==> src/rtl/time_set_ctrl.sv <==
// ---------------------------------------------------------------------------
// time_set_ctrl
// Front-panel time-set controller. A write pulse in IDLE snapshots the live
// time into an edit buffer; value/select pulses then adjust one field
// (hour, minute or second) with wrap-around. A second write pulse issues a
// one-cycle load strobe so the clock core can take the edited time.
//
// Optional feature (macro TIME_SET_TIMEOUT_EN): an edit with no button
// activity for TIMEOUT_TICKS timebase ticks is abandoned without a load.
// With the macro undefined there is no counter and i_tick is unused.
//
// Ports
//   i_clk, i_rst_n                  clock, async active-low reset
//   i_tick                          timebase enable pulse (timeout only)
//   i_wr_pulse                      enter edit / commit edit
//   i_val_inc_pulse/i_val_dec_pulse adjust the selected field by +-1
//   i_sel_inc_pulse/i_sel_dec_pulse select next/previous field
//   i_cur_hr/min/sec                live time, snapshotted on edit entry
//   o_edit_mode                     high in EDIT and COMMIT
//   o_sel                           0=hour, 1=minute, 2=second
//   o_set_hr/min/sec                edit buffer
//   o_load                          one-cycle commit strobe
// ---------------------------------------------------------------------------
module time_set_ctrl #(
  parameter int HR_MAX        = 23,
  parameter int MS_MAX        = 59,
  parameter int TIMEOUT_TICKS = 10000
) (
  input  logic       i_clk,
  input  logic       i_rst_n,
  input  logic       i_tick,
  input  logic       i_wr_pulse,
  input  logic       i_val_inc_pulse,
  input  logic       i_val_dec_pulse,
  input  logic       i_sel_inc_pulse,
  input  logic       i_sel_dec_pulse,
  input  logic [4:0] i_cur_hr,
  input  logic [5:0] i_cur_min,
  input  logic [5:0] i_cur_sec,
  output logic       o_edit_mode,
  output logic [1:0] o_sel,
  output logic [4:0] o_set_hr,
  output logic [5:0] o_set_min,
  output logic [5:0] o_set_sec,
  output logic       o_load
);

  localparam logic [1:0] ST_IDLE   = 2'd0;
  localparam logic [1:0] ST_EDIT   = 2'd1;
  localparam logic [1:0] ST_COMMIT = 2'd2;

  localparam logic [4:0] HR_MAX_V = 5'(HR_MAX);
  localparam logic [5:0] MS_MAX_V = 6'(MS_MAX);

  logic [1:0] state;

  // An inc/dec pair only acts when exactly one of its two pulses is present;
  // both together cancel.
  logic sel_step, val_step, any_pulse, timeout_hit;
  logic [1:0] sel_next;

  assign sel_step  = i_sel_inc_pulse ^ i_sel_dec_pulse;
  assign val_step  = i_val_inc_pulse ^ i_val_dec_pulse;
  assign any_pulse = i_wr_pulse | i_val_inc_pulse | i_val_dec_pulse |
                     i_sel_inc_pulse | i_sel_dec_pulse;

  // NOTE: every variable assigned in always_comb gets a default first so no
  // path leaves it unassigned and no latch is inferred.
  always_comb begin
    sel_next = o_sel;
    if (i_sel_inc_pulse) sel_next = (o_sel >= 2'd2) ? 2'd0 : o_sel + 2'd1;
    else                 sel_next = (o_sel == 2'd0) ? 2'd2 : o_sel - 2'd1;
  end

  // Wrap-around +-1 over the range 0..max. Values above max (only possible
  // for a corrupted buffer) are pulled back into range.
  function automatic logic [5:0] step_val(input logic [5:0] v,
                                          input logic [5:0] max,
                                          input logic       up);
    if (up) return (v >= max) ? 6'd0 : v + 6'd1;
    else    return (v == 6'd0 || v > max) ? max : v - 6'd1;
  endfunction

`ifdef TIME_SET_TIMEOUT_EN
  localparam int CNT_W = (TIMEOUT_TICKS < 2) ? 1 : $clog2(TIMEOUT_TICKS + 1);

  logic [CNT_W-1:0] tick_cnt;

  // Counts idle ticks while editing; any button activity restarts it.
  always_ff @(posedge i_clk or negedge i_rst_n) begin
    if (!i_rst_n)                          tick_cnt <= '0;
    else if (state != ST_EDIT || any_pulse) tick_cnt <= '0;
    else if (i_tick)                       tick_cnt <= tick_cnt + 1'b1;
  end

  assign timeout_hit = (state == ST_EDIT) && i_tick && !any_pulse &&
                       (tick_cnt == CNT_W'(TIMEOUT_TICKS - 1));
`else
  logic unused_tick;
  assign unused_tick = i_tick;
  assign timeout_hit = 1'b0;
`endif

  // NOTE: sequential state uses non-blocking assignments so every register
  // samples the pre-edge values, independent of statement order.
  // NOTE: all registers here are control/buffer flops, so each is cleared by
  // the asynchronous reset; there is no memory array to leave unreset.
  always_ff @(posedge i_clk or negedge i_rst_n) begin
    if (!i_rst_n) begin
      state       <= ST_IDLE;
      o_edit_mode <= 1'b0;
      o_sel       <= 2'd0;
      o_set_hr    <= '0;
      o_set_min   <= '0;
      o_set_sec   <= '0;
      o_load      <= 1'b0;
    end else begin
      o_load <= 1'b0;
      case (state)
        ST_IDLE: begin
          if (i_wr_pulse) begin
            state       <= ST_EDIT;
            o_edit_mode <= 1'b1;
            o_sel       <= 2'd0;
            o_set_hr    <= (i_cur_hr  > HR_MAX_V) ? 5'd0 : i_cur_hr;
            o_set_min   <= (i_cur_min > MS_MAX_V) ? 6'd0 : i_cur_min;
            o_set_sec   <= (i_cur_sec > MS_MAX_V) ? 6'd0 : i_cur_sec;
          end
        end
        ST_EDIT: begin
          if (i_wr_pulse) begin
            state  <= ST_COMMIT;
            o_load <= 1'b1;
          end else if (timeout_hit) begin
            state       <= ST_IDLE;
            o_edit_mode <= 1'b0;
          end else if (sel_step) begin
            o_sel <= sel_next;
          end else if (val_step) begin
            case (o_sel)
              2'd0:    o_set_hr  <= 5'(step_val({1'b0, o_set_hr}, {1'b0, HR_MAX_V},
                                                i_val_inc_pulse));
              2'd1:    o_set_min <= step_val(o_set_min, MS_MAX_V, i_val_inc_pulse);
              default: o_set_sec <= step_val(o_set_sec, MS_MAX_V, i_val_inc_pulse);
            endcase
          end
        end
        ST_COMMIT: begin
          state       <= ST_IDLE;
          o_edit_mode <= 1'b0;
        end
        default: begin
          state       <= ST_IDLE;
          o_edit_mode <= 1'b0;
        end
      endcase
    end
  end

endmodule

==> config.mk <==
export PLATFORM = sky130hd
export DESIGN_NAME = time_set_ctrl
export DESIGN_NICKNAME = d
export VERILOG_FILES = /design/src/rtl/time_set_ctrl.sv
export SDC_FILE = /design/constraint.sdc
export NUM_CORES = 1
export LEC_CHECK = 0
export ABC_AREA = 1
export ABC_CLOCK_PERIOD_IN_PS = 1700
export CORE_ASPECT_RATIO = 0.6
export CORE_UTILIZATION = 45
export DETAILED_ROUTE_END_ITERATION = 16
export GPL_ROUTABILITY_DRIVEN = 0
export PLACE_DENSITY = 0.71
export SYNTH_ARGS = -nofsm -noshare
export SYNTH_HDL_FRONTEND = slang
export SYNTH_SLANG_ARGS = --single-unit
==> constraint.sdc <==
create_clock -name i_clk -period 1.7 [get_ports i_clk]
set_clock_uncertainty 0.15 [all_clocks]
set_input_delay 0.255 -clock i_clk [delete_from_list [all_inputs] [get_ports i_clk]]
set_output_delay 0.255 -clock i_clk [all_outputs]
set_load 0.005 [all_outputs]
== Word level (Yosys, flattened, before mapping) ==
Cells that the tools add are included.
Widths: inputs -> output; s select.
Cells by class
  add/subtract/negate cells: 8
  $lt $le $gt $ge: 10
  eq/ne operators: 11
  mux-type cells: 44
  bitwise logic cells: 3
  reduce and logical (&&, ||, !) cells: 16
Operators with widths (count)
  $mux 6: 18
  $mux 5: 9
  $gt 6x6->1 const B: 4
  $pmux 6 s2: 2
  $ne 2x2->1 const B: 9
  $reduce_and 6->1: 3
  $mux 2: 8
  $add 6x1->6 const B: 2
  $ge 6x6->1 const B: 2
  $logic_not 6->1: 2
  $sub 6x1->6 const B: 2
  $gt 5x5->1 const B: 2
  $pmux 5 s2: 1
  $pmux 2 s2: 2
  $add 5x1->5 const B: 1
  $ge 5x5->1 const B: 1
  $logic_not 5->1: 1
  $sub 5x1->5 const B: 1
  $eq 2x1->1 const B: 2
  $logic_not 2->1: 2
  $reduce_and 2->1: 2
  $reduce_and 4->1: 1
  $logic_or 1x1->1: 3
  $mux 1: 3
  8 further kinds: 9
Word-level totals
  register bits after elaboration: 23
  bits of input ports: 25
  word-level logic and storage cells: 99

== Logic depth before layout (Yosys ltp) ==
Gate-level depths: netlist of run 1.
  depth after elaboration: 9
  gate-level depth with buffers: 11

== Least setup slack after synthesis of run 1 ==
No wires, ideal clock.
  kind: register to register
  from: register o_sel[0]
  to: register o_set_sec[2]
  arrival: 1.299 ns
  data required time: 1.476 ns
  path slack: 0.177 ns
  cell stages (with the launch flop): 8
  path buffers: 0
  cell sequence: dfrtp_1 > inv_1 > ha_1 > o21ai_2 > nand2_4 > nor3_2 > nand2_1 > o21ai_2
Between the ends
  longest elaborated chain between the ends: 4
  elaborated cells on any way between the ends: 5
RTL lines
  from (decl): line 41  | output logic [1:0] o_sel,
  from (signal assigned): line 138  | o_sel <= sel_next;
  $eq 2x1->1 or $logic_not 2->1 (tied branches): line 140  | case (o_sel)
  $reduce_or 2->1 (no line) (*)
  $ne 2x2->1 (no line) (*)
  $reduce_and 6->1 (no line) (*)
  to (signal assigned): line 127  | o_set_sec <= (i_cur_sec > MS_MAX_V) ? 6'd0 : i_cur_sec;
  to (signal assigned): line 144  | default: o_set_sec <= step_val(o_set_sec, MS_MAX_V, i_val_inc_pulse);
  to (decl): line 44  | output logic [5:0] o_set_sec,
Mark *: on every way between the ends. The rest lies on a longest branch, timed or not.
A chain may end at the register's enable or synchronous reset.

== Final worst setup path of run 1 ==
  from: register o_set_sec[5]
  to: output port o_set_sec[5]
No word-level cell between the ends.

==> flow_summary.rst, run 1 <==
.. list-table::
   :header-rows: 1

   * - Metric
     - Value
   * - Power after layout
     - between 5 and 6 mW
   * - Area of the die
     - 0.00534 mm^2
   * - Highest metal layer with signal wires
     - met4
   * - Cell total after placement
     - roughly 480
   * - Tightest slew margin relative to the limit
     - 78.2%
   * - Fraction of layout cells with a size suffix above 1
     - between 20% and 30%
   * - Longest individual stage delay on the worst path
     - 530 ps
   * - CTS tree
     - built
   * - Post-synthesis cell area
     - between 0.002 and 0.0025 mm^2
   * - Area added between synthesis and finish
     - 36.5%
   * - Type of the worst setup path
     - reg -> out
   * - Per-cell routed wire length
     - around 12 um
   * - FF-to-FF setup slack
     - 60 ps
   * - Post-synth top area share
     - around a quarter
   * - First-pass GRT wire length
     - 10,100 um
   * - First-pass iteration count of the detailed router
     - 5
   * - Share of synthesized cell area in full adder, half adder and majority cells
     - 6.61%
   * - Antenna cell count
     - 0
   * - Worst flop-to-flop path startpoint
     - o_set_min[0]
   * - RSZ-0062 raised after global routing
     - yes
   * - Via count of the first global-routing pass
     - around 2,200
   * - Crit path max fanout
     - 5
   * - Starting density of the core
     - 48.2%
   * - Max cap viols
     - 0
   * - Data arrival at the endpoint of the critical path
     - about 1200 ps
   * - Class of the most critical hold timing path
     - in -> async
   * - Chain of cells forming the critical path
     - clkdlybuf4s50_1
   * - Per-cell via count in the routed design
     - just under 5
   * - Capturing point of the worst reg2reg path
     - o_set_min[5]
   * - Clock root buffer
     - sky130_fd_sc_hd__clkbuf_8
   * - Ports
     - 46
   * - Number of antenna violations at the first check in global routing
     - 0
   * - Top FF cell, synth
     - sky130_fd_sc_hd__dfrtp_1
   * - Power per cell area
     - 1630 mW/mm^2
   * - Run status
     - finished clean
   * - Die Ht
     - 57.0 um
   * - Share of the synthesized netlist area taken by xor and xnor gates
     - under 10%
   * - Hold slack
     - 193 ps
   * - Total grt overflow
     - 0
   * - Largest net degree at the start of global routing
     - 24
   * - Final setup violation count
     - 0
   * - IR drop worst, VDD
     - 0.850 mV
   * - H-Tree Level Count
     - 1
   * - Worst Path Buf+Inv
     - 1
   * - Top cell type by total area after synthesis
     - sky130_fd_sc_hd__dfrtp_1
   * - Startpoint types
     - flop
   * - Hold bufs inserted after CTS
     - 0
   * - Path depth of the worst reg2reg path
     - 8
   * - Met1 WL
     - 2970 um
   * - Total met2 wirelength after detailed routing
     - 2630 um
   * - Die boundary width
     - 93.7 um
   * - Total length of routed met3 wires
     - 406 um
   * - Number of fillers in the final layout
     - between 400 and 500
   * - Final worst slack
     - about 54 ps
   * - FFs w/ async S/R, synth
     - 100%
   * - DRC violations left
     - 0
   * - Tmin final
     - 1650 ps
   * - Gate Count Post-Synth
     - 360
   * - Cell with the most instances after synthesis
     - sky130_fd_sc_hd__nand2_1
   * - Library cell contributing the largest single delay on the critical path
     - sky130_fd_sc_hd__clkdlybuf4s50_1
   * - Count of input and output buffers
     - 44
   * - Kind of cell adding the most delay to the critical path
     - buffers and inverters
   * - Most common library cells after synthesis
     - sky130_fd_sc_hd__nand2_1 (128), sky130_fd_sc_hd__nor2_1 (47), sky130_fd_sc_hd__inv_1 (33)
   * - Compound-Gate Fraction of Synth Area
     - 8.43%
   * - Post-Route WL
     - 6020 um
   * - Number of warnings printed during yosys synthesis
     - 0
   * - Number of nets in the final layout
     - ~470
   * - Maximum buffer depth of the clock tree
     - 2
   * - Sinks on the clock net
     - 23
   * - Least-Margin Pin Slew
     - 328 ps
   * - Achievable Freq
     - approximately 610 MHz
   * - Row count
     - 19
   * - Fraction of synthesized area in multiplexers
     - 0%
   * - Number of vias after detailed routing
     - ~2,400
   * - Core Area
     - 0.00471 mm^2
   * - HPWL after detailed placement
     - 4630 um
   * - Count of pins over their slew limit
     - 0
   * - Sequential area share after synthesis
     - 25.3%
   * - Post-Synth Simple-Gate Area
     - 44.5%
   * - Post-route clock period utilization
     - 96.8%
   * - Post-synth EDFFs
     - 0
   * - Total CTS buffers
     - 3
   * - Nature of the critical path endpoint
     - output pin
   * - Final Non-Filler Cells
     - 492
   * - Final hold violations
     - 0
   * - Dominant cells by area after synthesis
     - sky130_fd_sc_hd__dfrtp_1 (25%), sky130_fd_sc_hd__nand2_1 (21%), sky130_fd_sc_hd__nor2_1 (7.8%)
   * - Worst skew pair latency
     - roughly 270 ps
   * - Total Routing Usage GR
     - 23.5%
   * - Largest family of logic cells by synthesized area
     - simple AND/OR/NAND/NOR gates
   * - Number of distinct standard cells referenced by the synthesized netlist
     - 27
   * - Static leakage
     - 1.59 nW
   * - Flip-flop and latch count after synthesis
     - 23
   * - 1st-iter DRT viols
     - 95
   * - Setup slack after placement
     - -206 ps
   * - Mapped Nets
     - 397
   * - Remaining antenna violation count
     - 0
   * - Synthesized area divided by synthesized cell count
     - 6.31 um^2
   * - Clock transition at the registers of the reported paths
     - approximately 90 ps
   * - Required time at the endpoint of the critical path
     - 1290 ps
## state kept, by name, summed over array words and instances (netlist names)
signal / flops
o_edit_mode: 1
o_load: 1
o_sel: 2
o_set_hr: 5
o_set_min: 6
o_set_sec: 6
state: 2
## where the power goes
part           total, mW  leakage (nW)  internal, mW  switching [mW]
clock              0.356        0.0228         0.168           0.188
combinational       3.47          1.30          1.65            1.83
sequential          1.22         0.268         0.826           0.397
total               5.05          1.59          2.64            2.41
## metrics by stage
stage          setup TNS, ps  utilization (%)  instance area (um^2)
4_1_cts                    0             63.1                  2970
3_3_place_gp           -1940             61.3                  2890
6_report                   0             65.8                  3100
5_1_grt                 -117             65.8                  3100
3_5_place_dp           -2620             61.3                  2890
2_1_floorplan              0                -                  2270
## kinds of logic after synthesis
family                     Yosys count
and+or+nand+nor                    229
buffers and inverters               50
AOI/OAI and AO/OA                   33
DFF                                 23
xor gates and xnor gates            13
adders and majority gates           12
## cell type report
cell class	instances	area [um^2]	share of cell area [%]
sequential	23	593	19.1
timing repair buffer	77	711	22.9
inverter	38	150	4.84
multi-input combinational	287	1520	49.1
tap	63	78.8	2.54
clock buffer	4	45.0	1.45
## routing by layer
metal / track usage [%] / up-vias
met3: 4.00 / 2
met4: 2.42 / 0
met1: 34.9 / 1095
met5: 0 / -
li1: - / 1268
met2: 37.0 / 81
## worst max-delay path by stage
| stage | from | endpoint | cells past startpoint |
|---|---|---|---|
| after global routing | o_set_min[1] | o_set_min[4] | 8 |
| after detailed placement | i_val_inc_pulse | o_set_min[2] | 7 |
| after floorplan | o_sel[0] | o_set_sec[2] | 7 |
| after CTS | o_set_hr[0] | o_set_hr[0] | 1 |
| after global placement | i_val_inc_pulse | o_set_hr[1] | 9 |
| final | o_set_sec[5] | o_set_sec[5] | 1 |
## placed cells by master, fill, tap and decap left out, types with 4 or more instances in the layout
master                            instances
sky130_fd_sc_hd__xor2_1                  11
sky130_fd_sc_hd__o21ai_0                 13
sky130_fd_sc_hd__nand4_1                  7
sky130_fd_sc_hd__clkdlybuf4s50_1         40
sky130_fd_sc_hd__inv_2                    4
sky130_fd_sc_hd__nor2_2                   4
sky130_fd_sc_hd__nand2_1                127
sky130_fd_sc_hd__dfrtp_1                  9
sky130_fd_sc_hd__nand3_1                 32
sky130_fd_sc_hd__inv_1                   32
sky130_fd_sc_hd__nor2_1                  45
sky130_fd_sc_hd__ha_1                     9
sky130_fd_sc_hd__o21ai_2                  6
sky130_fd_sc_hd__buf_4                   29
sky130_fd_sc_hd__nand2_4                  6
sky130_fd_sc_hd__a21oi_1                  7
sky130_fd_sc_hd__dfrtp_2                 14
## repair_timing
action                                  CTS  global route
buffers inserted                          4             8
gates resized for setup                  12            26
pin swaps                                 0             3
endpoints found under the setup margin   12            25
Power figures use the tool's default switching activity.
==> run 2: changes to the inputs <==
Settings changed: CORE_UTILIZATION 45 to 52, MAX_ROUTING_LAYER set to met4, PLACE_DENSITY 0.71 to 0.81.
==> run 2 against run 1 <==
Compared with the run above: sequential power decreased by 4%; via count rose by 1.1%; clock-buffer cell count shrank 1; die area down 13%; register-to-register slack about the same; critical path depth unchanged.
==> flow_summary.rst, run 2 (synthesis gave the netlist of run 1 again) <==
.. list-table::
   :header-rows: 1

   * - Metric
     - Value
   * - Final setup violation count
     - 0
   * - Count of pins over their slew limit
     - 0
   * - Number of vias after detailed routing
     - 2,473
   * - Sinks on the clock net
     - 23
   * - Worst skew pair latency
     - 270 ps
   * - Ports
     - 46
   * - Number of nets in the final layout
     - 465
   * - Power per cell area
     - 1650 mW/mm^2
   * - Static leakage
     - about 1.6 nW
   * - Setup slack after placement
     - -167 ps
   * - Die Ht
     - around 53 um
   * - Final worst slack
     - between 30 and 40 ps
   * - Via count of the first global-routing pass
     - 2,068
   * - Kind of cell adding the most delay to the critical path
     - buffers and inverters
   * - Number of antenna violations at the first check in global routing
     - 0
   * - Largest net degree at the start of global routing
     - 24
   * - Per-cell routed wire length
     - 12.5 um
   * - Placed inst area
     - 0.00289 mm^2
   * - 1st-iter DRT viols
     - 157
   * - Type of the worst setup path
     - reg -> out
   * - Clock transition at the registers of the reported paths
     - 90 ps
   * - Starting density of the core
     - approximately 55%
   * - Hold slack
     - 191 ps
   * - Final hold violations
     - 0
   * - Largest regs
     - o_set_min: 6 flops, o_set_sec: 6 flops, o_set_hr: 5 flops
   * - Die boundary width
     - 87.3 um
   * - Area of the die
     - 0.00464 mm^2
   * - Total CTS buffers
     - 3
   * - H-Tree Level Count
     - 1
   * - Fraction of layout cells with a size suffix above 1
     - a little under a fifth
   * - Chain of cells forming the critical path
     - clkdlybuf4s50_1
   * - Area added between synthesis and finish
     - 36.6%
   * - Total grt overflow
     - 0
   * - Class of the most critical hold timing path
     - in -> async
   * - Nature of the critical path endpoint
     - output pin
   * - Number of fillers in the final layout
     - 342
   * - Remaining antenna violation count
     - 0
   * - HPWL after detailed placement
     - 4430 um
   * - Final Non-Filler Cells
     - ~500
   * - Maximum buffer depth of the clock tree
     - 2
   * - Tightest slew margin relative to the limit
     - just under 80%
   * - Required time at the endpoint of the critical path
     - 1290 ps
   * - Total Routing Usage GR
     - 27.4%
   * - Most common library cell in the layout ignoring fill and taps
     - sky130_fd_sc_hd__nand2_1
   * - Final instance area
     - 0.00310 mm^2
   * - Row count
     - 18
   * - DRC violations left
     - 0
   * - Library cell contributing the largest single delay on the critical path
     - sky130_fd_sc_hd__clkdlybuf4s50_1
   * - Run status
     - finished clean
   * - Achievable Freq
     - 601 MHz
   * - Startpoint of the most critical setup path
     - o_set_min[2]
   * - IR drop worst, VDD
     - around 0.85 mV
   * - Crit path max fanout
     - 6
   * - Startpoint types
     - flop
   * - Cell total after placement
     - 473
   * - Post-route clock period utilization
     - between 90% and 100%
   * - Count of input and output buffers
     - between 40 and 50
   * - First-pass iteration count of the detailed router
     - 5
   * - Clock root buffer
     - sky130_fd_sc_hd__clkbuf_8
   * - Post-Route WL
     - 6110 um
   * - Max cap viols
     - 0
   * - Longest individual stage delay on the worst path
     - roughly 530 ps
   * - Per-cell via count in the routed design
     - 5.08
   * - Worst flop-to-flop path startpoint
     - state[1]
   * - CTS tree
     - built
   * - First-pass GRT wire length
     - 9490 um
   * - Antenna cell count
     - 0
   * - Core Area
     - about 0.0041 mm^2
   * - Tmin final
     - 1660 ps
   * - Data arrival at the endpoint of the critical path
     - around 1300 ps
   * - Highest-count cells in the layout ignoring fill and taps
     - sky130_fd_sc_hd__nand2_1 (128), sky130_fd_sc_hd__nor2_1 (46), sky130_fd_sc_hd__clkdlybuf4s50_1 (41)
   * - Worst Path Buf+Inv
     - 1
   * - Least-Margin Pin Slew
     - 333 ps
   * - RSZ-0062 raised after global routing
     - yes
run 2: repair_timing:
action / CTS / global route
buffers inserted: 2 / 7
cloned: 0 / 1
resized for setup: 6 / 28
pin swaps: 0 / 5
hold buffers: 0 / 0
endpoints found under the setup margin: 6 / 28
run 2: metrics by stage:
stage | TNS [ps] | util (%) | total power [mW]
2_1_floorplan | 0 | - | 3.22
3_3_place_gp | -1400 | 69.7 | 4.25
3_5_place_dp | -1960 | 69.7 | 4.36
4_1_cts | 0 | 71.3 | 4.79
5_1_grt | -157 | 74.9 | 5.58
6_report | 0 | 74.9 | 5.12
run 2: final cells by class:
type / count / area (um^2) / share of cell area, %
multi-input cells: 288 / 1540 / 49.5
repair buffers: 74 / 706 / 22.7
flip-flops and latches: 23 / 589 / 19.0
inverters: 38 / 150 / 4.84
well taps: 60 / 75.1 / 2.42
clock buffers: 3 / 41.3 / 1.33
clock inverters: 1 / 5.00 / 0.161
run 2: layer usage:
metal,routed length [um],share of wire (%),vias up,global-route usage [%]
li1,-,-,1265,-
met1,2950,48,1102,38.9
met2,2740,45,94,41.8
met3,360,5.9,12,5.15
met4,62,1.0,0,3.28
met5,0,0,-,-
run 2: worst paths after layout:
path,to,slack [ps],cells after the start
hold reg to reg,o_edit_mode,340,2
setup reg to reg,o_set_hr[4],50,8
max in group asynchronous,o_set_min[4],940,2
hold / removal,o_sel[0],190,2
min in group i_clk,o_edit_mode,340,2
setup / recovery,o_set_min[2],40,1
run 2: power breakdown:
part	switching, mW	internal, mW	total [mW]
Combinational	1.93	1.67	3.59
Sequential	0.352	0.817	1.17
Clock	0.197	0.164	0.361
